==> src/rtl/rv_pkg.sv <==
// ---------------------------------------------------------------------------
// rv_pkg -- shared types and helpers for the load/store unit.
//   mem_size_e  : access size encoding carried on lsu_size_i (2'b11 is illegal)
//   lsu_state_e : load/store unit sequencing states
//   misaligned(): size/offset legality test
//   byte_enable(): byte-lane mask for an aligned access
// ---------------------------------------------------------------------------
package rv_pkg;

  typedef enum logic [1:0] {
    BYTE = 2'b00,
    HALF = 2'b01,
    WORD = 2'b10
  } mem_size_e;

  typedef enum logic [1:0] {
    IDLE = 2'b00,
    REQ  = 2'b01,
    RESP = 2'b10,
    DONE = 2'b11
  } lsu_state_e;

  // Illegal size 2'b11 is folded into the misaligned case so the core sees
  // a single exception flag.
  function automatic logic misaligned(input logic [1:0] size, input logic [1:0] off);
    logic res;
    case (size)
      BYTE:    res = 1'b0;
      HALF:    res = off[0];
      WORD:    res = (off != 2'b00);
      default: res = 1'b1;
    endcase
    return res;
  endfunction

  function automatic logic [3:0] byte_enable(input logic [1:0] size, input logic [1:0] off);
    logic [3:0] res;
    case (size)
      BYTE:    res = 4'b0001 << off;
      HALF:    res = 4'b0011 << off;
      default: res = 4'b1111;
    endcase
    return res;
  endfunction

endpackage

==> src/rtl/rv_signextend.sv <==
// ---------------------------------------------------------------------------
// rv_signextend -- replicates the MSB of in_data up to OUT_WIDTH bits.
//   in_data  [IN_WIDTH-1:0]  : value to extend
//   out_data [OUT_WIDTH-1:0] : sign-extended value
// ---------------------------------------------------------------------------
module rv_signextend #(
  parameter int IN_WIDTH  = 8,
  parameter int OUT_WIDTH = 32
) (
  input  logic [IN_WIDTH-1:0]  in_data,
  output logic [OUT_WIDTH-1:0] out_data
);

  assign out_data = {{(OUT_WIDTH-IN_WIDTH){in_data[IN_WIDTH-1]}}, in_data};

endmodule

==> src/rtl/rv_lsu.sv <==
// ---------------------------------------------------------------------------
// rv_lsu -- single-outstanding load/store unit between the core pipeline and
// a grant/rvalid data memory port.
//   clk_i, arstn_i           : clock, asynchronous active-low reset
//   lsu_req_i .. lsu_wdata_i : core request (held stable while lsu_stall_o)
//   lsu_stall_o              : hold the core pipeline
//   lsu_done_o               : one-cycle completion pulse
//   lsu_misalign_o           : misaligned / illegal size, valid with done
//   lsu_rdata_o              : extended load data, valid with done
//   data_req_o .. data_wdata_o : memory request (payload zero when idle)
//   data_gnt_i, data_rvalid_i, data_rdata_i : memory grant / response
// ---------------------------------------------------------------------------
module rv_lsu (
  input  logic        clk_i,
  input  logic        arstn_i,
  input  logic        lsu_req_i,
  input  logic        lsu_we_i,
  input  logic [1:0]  lsu_size_i,
  input  logic        lsu_unsigned_i,
  input  logic [31:0] lsu_addr_i,
  input  logic [31:0] lsu_wdata_i,
  output logic        lsu_stall_o,
  output logic        lsu_done_o,
  output logic        lsu_misalign_o,
  output logic [31:0] lsu_rdata_o,
  output logic        data_req_o,
  output logic        data_we_o,
  output logic [3:0]  data_be_o,
  output logic [31:0] data_addr_o,
  output logic [31:0] data_wdata_o,
  input  logic        data_gnt_i,
  input  logic        data_rvalid_i,
  input  logic [31:0] data_rdata_i
);

  import rv_pkg::*;

  localparam logic [31:0] ZEXT8_MASK  = 32'h0000_00FF;
  localparam logic [31:0] ZEXT16_MASK = 32'h0000_FFFF;

  lsu_state_e  state_reg;
  logic        we_reg;
  logic [1:0]  size_reg;
  logic        uns_reg;
  logic [1:0]  off_reg;
  logic [29:0] waddr_reg;
  logic [3:0]  be_reg;
  logic [31:0] wdata_reg;
  logic        misalign_reg;
  logic [31:0] rdata_reg;

  logic        req_misaligned;
  logic [31:0] wdata_rep;
  logic [7:0]  byte_sel;
  logic [15:0] half_sel;
  logic [31:0] byte_ext;
  logic [31:0] half_ext;
  logic [31:0] load_ext;

  assign req_misaligned = misaligned(lsu_size_i, lsu_addr_i[1:0]);

  // Store data replicated across all lanes so the memory only needs be.
  genvar gi;
  generate
    for (gi = 0; gi < 4; gi++) begin : g_lane
      assign wdata_rep[8*gi +: 8] =
        (lsu_size_i == BYTE) ? lsu_wdata_i[7:0] :
        (lsu_size_i == HALF) ? lsu_wdata_i[8*(gi%2) +: 8] :
                               lsu_wdata_i[8*gi +: 8];
    end
  endgenerate

  // Load lane extraction from the latched byte offset.
  assign byte_sel = data_rdata_i[{off_reg, 3'b000} +: 8];
  assign half_sel = data_rdata_i[{off_reg[1], 4'b0000} +: 16];

  rv_signextend #(.IN_WIDTH(8), .OUT_WIDTH(32)) u_sext_byte (
    .in_data  (byte_sel),
    .out_data (byte_ext)
  );

  rv_signextend #(.IN_WIDTH(16), .OUT_WIDTH(32)) u_sext_half (
    .in_data  (half_sel),
    .out_data (half_ext)
  );

  // Unsigned loads reuse the sign-extended value and mask off the upper bits.
  always_comb begin
    load_ext = data_rdata_i;
    case (size_reg)
      BYTE:    load_ext = uns_reg ? (byte_ext & ZEXT8_MASK)  : byte_ext;
      HALF:    load_ext = uns_reg ? (half_ext & ZEXT16_MASK) : half_ext;
      default: load_ext = data_rdata_i;
    endcase
  end

  always_ff @(posedge clk_i or negedge arstn_i) begin
    if (!arstn_i) begin
      state_reg    <= IDLE;
      we_reg       <= 1'b0;
      size_reg     <= 2'b00;
      uns_reg      <= 1'b0;
      off_reg      <= 2'b00;
      waddr_reg    <= '0;
      be_reg       <= '0;
      wdata_reg    <= '0;
      misalign_reg <= 1'b0;
      rdata_reg    <= '0;
    end else begin
      case (state_reg)
        IDLE: begin
          if (lsu_req_i) begin
            misalign_reg <= req_misaligned;
            rdata_reg    <= '0;
            if (req_misaligned) begin
              state_reg <= DONE;
            end else begin
              we_reg    <= lsu_we_i;
              size_reg  <= lsu_size_i;
              uns_reg   <= lsu_unsigned_i;
              off_reg   <= lsu_addr_i[1:0];
              waddr_reg <= lsu_addr_i[31:2];
              be_reg    <= byte_enable(lsu_size_i, lsu_addr_i[1:0]);
              wdata_reg <= wdata_rep;
              state_reg <= REQ;
            end
          end
        end
        REQ: begin
          if (data_gnt_i) state_reg <= RESP;
        end
        RESP: begin
          // Stores also wait for the write response but keep rdata at zero.
          if (data_rvalid_i) begin
            if (!we_reg) rdata_reg <= load_ext;
            state_reg <= DONE;
          end
        end
        DONE: begin
          state_reg <= IDLE;
        end
        default: state_reg <= IDLE;
      endcase
    end
  end

  assign data_req_o   = (state_reg == REQ);
  assign data_we_o    = data_req_o & we_reg;
  assign data_be_o    = data_req_o ? be_reg : 4'b0000;
  assign data_addr_o  = data_req_o ? {waddr_reg, 2'b00} : 32'h0;
  assign data_wdata_o = data_req_o ? wdata_reg : 32'h0;

  assign lsu_done_o     = (state_reg == DONE);
  assign lsu_misalign_o = lsu_done_o & misalign_reg;
  assign lsu_rdata_o    = lsu_done_o ? rdata_reg : 32'h0;

  // The reset term keeps stall low while reset is held even if the core
  // is still presenting a request.
  assign lsu_stall_o = arstn_i & ((state_reg == REQ) || (state_reg == RESP) ||
                                  ((state_reg == IDLE) && lsu_req_i));

endmodule

==> config.mk <==
export PLATFORM = sky130hd
export DESIGN_NAME = rv_lsu
export DESIGN_NICKNAME = d
export VERILOG_FILES = /design/src/rtl/rv_pkg.sv /design/src/rtl/rv_signextend.sv /design/src/rtl/rv_lsu.sv
export SDC_FILE = /design/constraint.sdc
export NUM_CORES = 1
export LEC_CHECK = 0
export CAP_MARGIN = 0
export CORE_MARGIN = 1
export CORE_UTILIZATION = 37
export DETAILED_ROUTE_END_ITERATION = 8
export DONT_BUFFER_PORTS = 1
export PLACE_DENSITY_LB_ADDON = 0.2
export SLEW_MARGIN = 20
export SYNTH_ARGS = -nofsm -noshare
export SYNTH_HDL_FRONTEND = slang
export SYNTH_SLANG_ARGS = --single-unit
export TNS_END_PERCENT = 1
==> constraint.sdc <==
create_clock -name clk_i -period 2.7 [get_ports clk_i]
set_clock_uncertainty 0.15 [all_clocks]
set_input_delay 0.54 -clock clk_i [delete_from_list [all_inputs] [get_ports clk_i]]
set_output_delay 0.54 -clock clk_i [all_outputs]
set_load 0.05 [all_outputs]
* Word level (Yosys, flattened, before mapping)
Index checks and enable logic that the tools add are counted.
** Operators by class
- Equal/unequal tests :: 10
- Shifts and indexed selects :: 4
- Muxes and demuxes :: 23
- Bitwise operators :: 4
- Reduce and logical (&&, ||, !) cells :: 12
** Operators with widths (number)
- $mux 32 :: 8
- $pmux 32 s2 :: 2
- $mux 8 :: 5
- $shiftx 32x6->16 :: 1
- $shiftx 32x6->8 :: 1
- $mux 2 :: 4
- $pmux 2 s4 :: 1
- $pmux 4 s2 :: 1
- $eq 2x1->1 const B :: 3
- $eq 2x2->1 const B :: 3
- $logic_not 2->1 :: 3
- $ne 2x2->1 const B :: 3
- $reduce_and 3->1 :: 2
- $mux 4 :: 1
- $reduce_and 4->1 :: 1
- $reduce_bool 2->1 :: 2
- $shl 1x2->4 const A :: 1
- $shl 2x2->4 const A :: 1
- $and 1x1->1 :: 3
- $pmux 1 s3 :: 1
- $logic_or 1x1->1 :: 2
- $ne 2x1->1 const B :: 1
- $reduce_and 2->1 :: 1
- $logic_and 1x1->1 :: 1
- $not 1->1 :: 1
** Word-level totals
- Register bits :: 107
- Input bits :: 105
- Output and inout bits :: 105
- Logic and storage cells :: 63

* Logic depth before layout (Yosys ltp)
Gate-level depths: netlist (run 1).
- Depth after elaboration :: 6
- Mapped depth :: 8

* By module
From an unflattened synthesis (run 1), not the netlist that was laid out.
** Unflattened totals
- Cell total of the unflattened synthesis :: 600
- Area, all modules :: 6638.9 µm²
** Modules (own cells, without submodules)
- rv_lsu :: times used 1, cells an instance 536, area each 6158.4 µm², seq. area each 2677.6 µm²
- rv_signextend :: times used 2, cells an instance 32, area each 240.2 µm², seq. area each 0.0 µm²

* Worst setup path after synthesis (run 1)
No wires, ideal clock.
- Path kind :: flip-flop to output port
- Start :: register state_reg[1]
- End :: output data_wdata_o[10]
- Arrival time :: 1917 ps
- Setup slack :: 93 ps
- Cell stages (with the launch flop) :: 6
- Buffers on the path :: 2
- Cell sequence :: dfrtp_1 -> inv_1 -> ha_1 -> clkbuf_1 -> clkbuf_1 -> and2_1
** On the way
- Longest elaborated chain between the ends :: 2
** Ends and longest elaborated chain
- from (decl) :: line rv_lsu.sv:41 : lsu_state_e state_reg;
- from (signal assigned) :: line rv_lsu.sv:99 : state_reg <= IDLE;
- from (signal assigned) :: line rv_lsu.sv:116 : state_reg <= DONE;
- from (signal assigned) :: line rv_lsu.sv:125 : state_reg <= REQ;
- $eq 2x1->1 :: line rv_lsu.sv:147 : assign data_req_o = (state_reg == REQ);
- via data_req_o :: line rv_lsu.sv:26 : output logic data_req_o,
- $mux 32 :: line rv_lsu.sv:151 : assign data_wdata_o = data_req_o ? wdata_reg : 32'h0;
- to (decl) :: line rv_lsu.sv:30 : output logic [31:0] data_wdata_o,
The timed path passes the listed nets, and every way through them passes these cells.

* Worst setup path in the final report (run 1)
- Start :: register state_reg[1]
- End :: output data_addr_o[31]
** On the way
- Longest elaborated chain between the ends :: 2
** Ends and longest elaborated chain
- $eq 2x1->1 :: line rv_lsu.sv:147
- $mux 32 :: line rv_lsu.sv:150 : assign data_addr_o = data_req_o ? {waddr_reg, 2'b00} : 32'h0;
- to (decl) :: line rv_lsu.sv:29 : output logic [31:0] data_addr_o,
Every way passes these cells.

==> results of run 1 <==
-- final cells by class --
| cell class | instances | area [um2] | share of cell area [%] |
|---|---|---|---|
| Timing Repair Buffer | 100 | 1189 | 16.33 |
| Inverter | 5 | 18.77 | 0.2578 |
| Clock buffer | 10 | 229.0 | 3.145 |
| Sequential cell | 107 | 2678 | 36.78 |
| Clock inverter | 6 | 112.6 | 1.547 |
| Multi-Input combinational cell | 399 | 2818 | 38.71 |
| Tap cell | 188 | 235.2 | 3.231 |
-- through the flow --
stage                     total power [mW]  hold slack [ps]  worst slack, ps  util, %  cell area [um2]
after global placement               7.257            97.78            435.7    45.73             6927
final                                8.844           -271.3            196.0    48.06             7279
after floorplan                      6.015            94.41            93.34        -             5710
after global routing                 9.364           -288.6            68.66    48.06             7279
after CTS                            8.927           -285.3            58.94    48.05             7278
after detailed placement             7.365            98.40            350.0    45.73             6927
-- synthesized netlist by cell type (3+ instances only) --
master | number | share of area, %
clkbuf_1 | 24 | 1.6
nand2_1 | 60 | 3.9
buf_6 | 5 | 0.99
mux2i_1 | 32 | 5.6
nor2b_1 | 9 | 0.99
mux2_2 | 52 | 10
nand2b_1 | 18 | 2.0
and2_1 | 103 | 11
a221o_1 | 6 | 1.1
buf_2 | 9 | 0.79
o21ai_0 | 44 | 3.9
a221o_2 | 10 | 2.0
dfrtp_1 | 107 | 47
a32o_1 | 8 | 1.4
a21oi_1 | 16 | 1.4
ha_1 | 4 | 0.88
buf_4 | 3 | 0.39
inv_1 | 5 | 0.33
nor2_1 | 15 | 0.99
-- cells by family after synthesis --
| kind of cell | after synthesis | synth area share, % |
|---|---|---|
| AND/OR/NAND/NOR | 216 | 20.52 |
| AO/OA/AOI/OAI | 91 | 11.12 |
| adder cells (fa/ha/maj) | 4 | 0.8770 |
| other | 1 | 0.06571 |
| multiplexers | 85 | 16.14 |
| buffers and inverters | 48 | 4.210 |
| XOR/XNOR | 1 | 0.1535 |
| flip-flops | 107 | 46.92 |
-- final timing paths --
kind	startpoint	end	depth (start not counted)	slack, ps
max	state_reg[1]$_DFFE_PN0P_	data_addr_o[31]	5	200
max in group asynchronous	arstn_i	wdata_reg[9]$_DFFE_PN0P_	0	2480
max reg2reg	state_reg[0]$_DFFE_PN0P_	waddr_reg[18]$_DFFE_PN0P_	6	410
min reg2reg	rdata_reg[2]$_DFFE_PN0P_	rdata_reg[2]$_DFFE_PN0P_	2	320
min in group clk_i	lsu_addr_i[23]	waddr_reg[21]$_DFFE_PN0P_	1	180
min	arstn_i	rdata_reg[10]$_DFFE_PN0P_	0	-270
-- routing by layer --
metal	GRT usage [%]	up-vias	routed length (um)
met4	9.426	0	433
met2	29.74	163	6707
met5	0	-	0
li1	-	2006	-
met3	6.117	31	1268
met1	22.85	2050	6097
-- repair_timing --
item	in CTS	in global routing
hold endpoints to repair	107	107
setup endpoints to repair	42	1
cloned	0	0
resized for setup	1	1
-- power by group --
group	total [mW]	internal [mW]	switching, mW
Sequential	2.75	2.33	0.423
Combinational	4.57	1.77	2.80
Clock	1.52	0.911	0.609
Total	8.84	5.01	3.84
==> results.tsv, run 1 <==
metric	value	unit
outcome	complete, but fails checks	
violations	negative hold slack	
netlist_area	5707	um2
htreeDepth	3	
max_slew_margin	53.59	%
vias	4250	
clock_latency	350	ps
start_kind	flip-flop	
path_buf_inv	3	
crit_path_cell_trace	inv_1 -> ha_4 -> buf_12 -> and2_1 -> buf_4	
worst_pin_slew	696.1	ps
cp_slowest_cell	dfrtp_1	
slew_violations	0	
place.gp.congestion	0.8641	
cts.sinks	107	
min_path_type	in2async	
nNetsFinal	731	
rows	45	
viasPerCell	5.215	
clk_pin_slew_worst_paths	80	ps
drt-total-wl	14510	um
dp_hpwl	10380	um
clk_path_buf_depth	2	
final_common_cell	dfrtp_1	
synthFlopType	dfrtp_1	
cp-end-kind	primary output	
crit_family	buffers and inverters	
grt.overflow.total	0	
crit_required	2010	ps
final-hold-violation-count	107	
synth_edf_count	0	
drt_iter0_drc	195	
crit_arrival	1810	ps
finalNonFillerCells	815	
crit_type	reg2out	
p_per_area	1215	nW/um2
synth_cell_types	38	
synth_cells	553	
layout_common_cells	dfrtp_1, and2_1, buf_4	
setup-tns-final	0	ps
drc	0	
cts_buffers	9	
drive_above_1_share	29.51	%
max_cap_violations	0	
rsz0062_at_grt	no	
core	15150	um2
fillerInstances	1387	
antenna_found_initial	0	
grt_max_degree	109	
max-vdd-ir-drop	0.0005610	V
syn_area_per_cell	10.32	um2
n_antenna_cell	0	
crit_fanout	42	
die_x	126.2	um
synth_seq_cells	107	
grt_pass1_vias	4408	
max_clock_freq	399.4	MHz
root_buffer	clkbuf_16	
start_util	37.68	%
yosys_warnings	0	
grt_pass1_wl	23210	um
post_cts_buffers	0	
wl_per_cell	17.80	um
ys_seq_area_share	46.92	%
io_buffers	0	
setup_viol	0	
dp_cells	799	
fin_crit_sh	92.74	%
finalCriticalPeriod	2504	ps
syn_to_final_growth	27.56	%
postSynth.asyncResetShare	100.0	%
cts_tree	done	
dieHeight	126.2	um
grtUsageTotal	18.74	%
io_pins	210	
slowest_delay	420	ps
die-area	15920	um2
holdWs	-271.3	ps
p_leak	3.356	nW
ant_nets	0	
first_pass_iters	6	
(Power assumes the default switching activity.)
==> inputs of run 2 (changes only) <==
PLACE_DENSITY = 0.63   (was default)
PLACE_DENSITY_LB_ADDON = default   (was 0.2)
clock period = 2.1 ns   (was 2.7 ns; I/O delays follow)
==> run 2 against run 1 <==
Effect of this change: the flow finishes with violations (negative hold slack, negative setup slack); sequential power grew 30%; first-iteration DRC count increased by 37%; worst setup slack worse by 350 ps; flip-flop and latch count unchanged; via count rose by 2.6%; die area did not move; cell count is 1.3% higher; critical path type unchanged; critical endpoint is now data_addr_o[3]; highest routed layer unchanged.
==> results.tsv, run 2 (synthesis gave the netlist of run 1 again) <==
metric	value	unit
p_seq_share	27.2	%
crit_required	1530	ps
nNetsFinal	742	
io_pins	210	
wl_per_cell	19.30	um
clock_latency	360	ps
dp_hpwl	11000	um
p_comb_share	59.2	%
cts_tree	done	
io_buffers	0	
total_power	13.17	mW
clk_path_buf_depth	2	
finalNonFillerCells	826	
syn_to_final_growth	43.76	%
place.gp.congestion	0.8002	
first_pass_iters	4	
root_buffer	clkbuf_16	
swShare	41.64	%
start_util	37.68	%
drt_iter0_drc	267	
intPower	7.683	mW
clock_power_share	13.6	%
grt_max_degree	109	
fillerInstances	1284	
core	15150	um2
drive_above_1_share	42.95	%
violations	negative hold slack, negative setup slack	
outcome	complete, but fails checks	
max-vdd-ir-drop	0.0008164	V
p_switching	5.483	mW
drt-total-wl	15940	um
die_x	126.2	um
setup_viol	93	
place_ws	-56.83	ps
htreeDepth	3	
cts.sinks	107	
grt_pass1_vias	4539	
p_per_area	1605	nW/um2
ant_nets	0	
max_cap_violations	0	
layout_common_cells	dfrtp_1, buf_12, and2_4	
finalCriticalPeriod	2250	ps
final-hold-violation-count	107	
start_kind	flip-flop	
fin_crit_sh	107.2	%
p_leak	3.683	nW
grt_pass1_wl	24310	um
crit_type	reg2out	
setup-tns-final	-7864	ps
final_util	54.17	%
dpl_cell_area	7492	um2
seqCellArea	2678	um2
crit_arrival	1680	ps
vias	4362	
rsz0062_at_grt	yes	
cts_buffers	9	
multi_input_area	3007	um2
crit_fanout	8	
max_slew_margin	65.98	%
cp-end-kind	primary output	
grt.overflow.total	0	
dieHeight	126.2	um
n_antenna_cell	0	
finish.instance_area	8204	um2
worst_pin_slew	510.3	ps
setup_ws	-150.3	ps
viasPerCell	5.281	
clk_pin_slew_worst_paths	80	ps
final_common_cell	dfrtp_1	
grtUsageTotal	19.84	%
dp_cells	796	
rows	45	
max_clock_freq	444.4	MHz
drc	0	
min_path_type	in2async	
antenna_found_initial	0	
die-area	15920	um2
holdWs	-396.3	ps
slew_violations	0	
==> run 2: cell types whose count changed in the layout (fill, tap and decap cells not counted), sizes merged <==
cell / previous run / this run
inv: 6 / 10
buf: 100 / 107
bufinv: 3 / 1
clkinv: 2 / 1
clkbuf: 10 / 13
==> run 2: path summary, 6_finish.rpt <==
check | startpoint | endpoint | slack (ps) | cells after the start
max reg2reg | state_reg[1]$_DFFE_PN0P_ | rdata_reg[26]$_DFFE_PN0P_ | 70 | 5
max | state_reg[0]$_DFFE_PN0P_ | data_addr_o[3] | -150 | 6
min | arstn_i | rdata_reg[8]$_DFFE_PN0P_ | -400 | 0
min in group clk_i | data_rdata_i[31] | rdata_reg[31]$_DFFE_PN0P_ | 50 | 1
max in group asynchronous | arstn_i | wdata_reg[20]$_DFFE_PN0P_ | 2040 | 0
min reg2reg | rdata_reg[1]$_DFFE_PN0P_ | rdata_reg[1]$_DFFE_PN0P_ | 340 | 2
==> run 2: power groups by stage <==
stage	Clock, mW	Sequential, mW	Combinational (mW)
6_report	1.79	3.58	7.80
5_1_grt	1.91	3.70	8.22
4_1_cts	1.84	3.55	7.25
3_5_place_dp	0	3.55	6.90
3_3_place_gp	0	3.48	6.76
2_1_floorplan	0	3.35	4.43
==> run 2: timing repair <==
item	4_1_cts	5_1_grt
cloned	1	6
pin swaps	1	2
gates resized for setup	50	40
endpoints found under the setup margin	133	106
hold endpoints to repair	107	107
setup buffers	0	7
==> run 2: layout make-up <==
cell class                 count  area share [%]
clock inverter                 7          0.9913
sequential                   107           32.64
clock buffer                   9           2.745
multi-input combinational    399           36.65
timing repair buffer         111           23.88
tap                          188           2.867
inverter                       5          0.2288
==> run 2: layer usage <==
layer | vias to the layer above | wire [um] | GRT usage [%]
met5 | - | 0 | 0
met4 | 0 | 328 | 8.575
met1 | 2131 | 6180 | 22.71
met3 | 20 | 1603 | 8.581
met2 | 172 | 7829 | 32.27
li1 | 2039 | - | -
==> run 2: worst max-delay path, cell delays in order (launching register included) <==
cell and delay, ps:
dfrtp_1 400, buf_6 130, ha_4 170, buf_12 150
clkbuf_16 170, and2_4 150, buf_12 140
==> inputs of run 3 (changes only) <==
CAP_MARGIN = 20   (was 0)
==> results of run 3 <==
Final layout, timing and power as in run 2 (identical DEF).
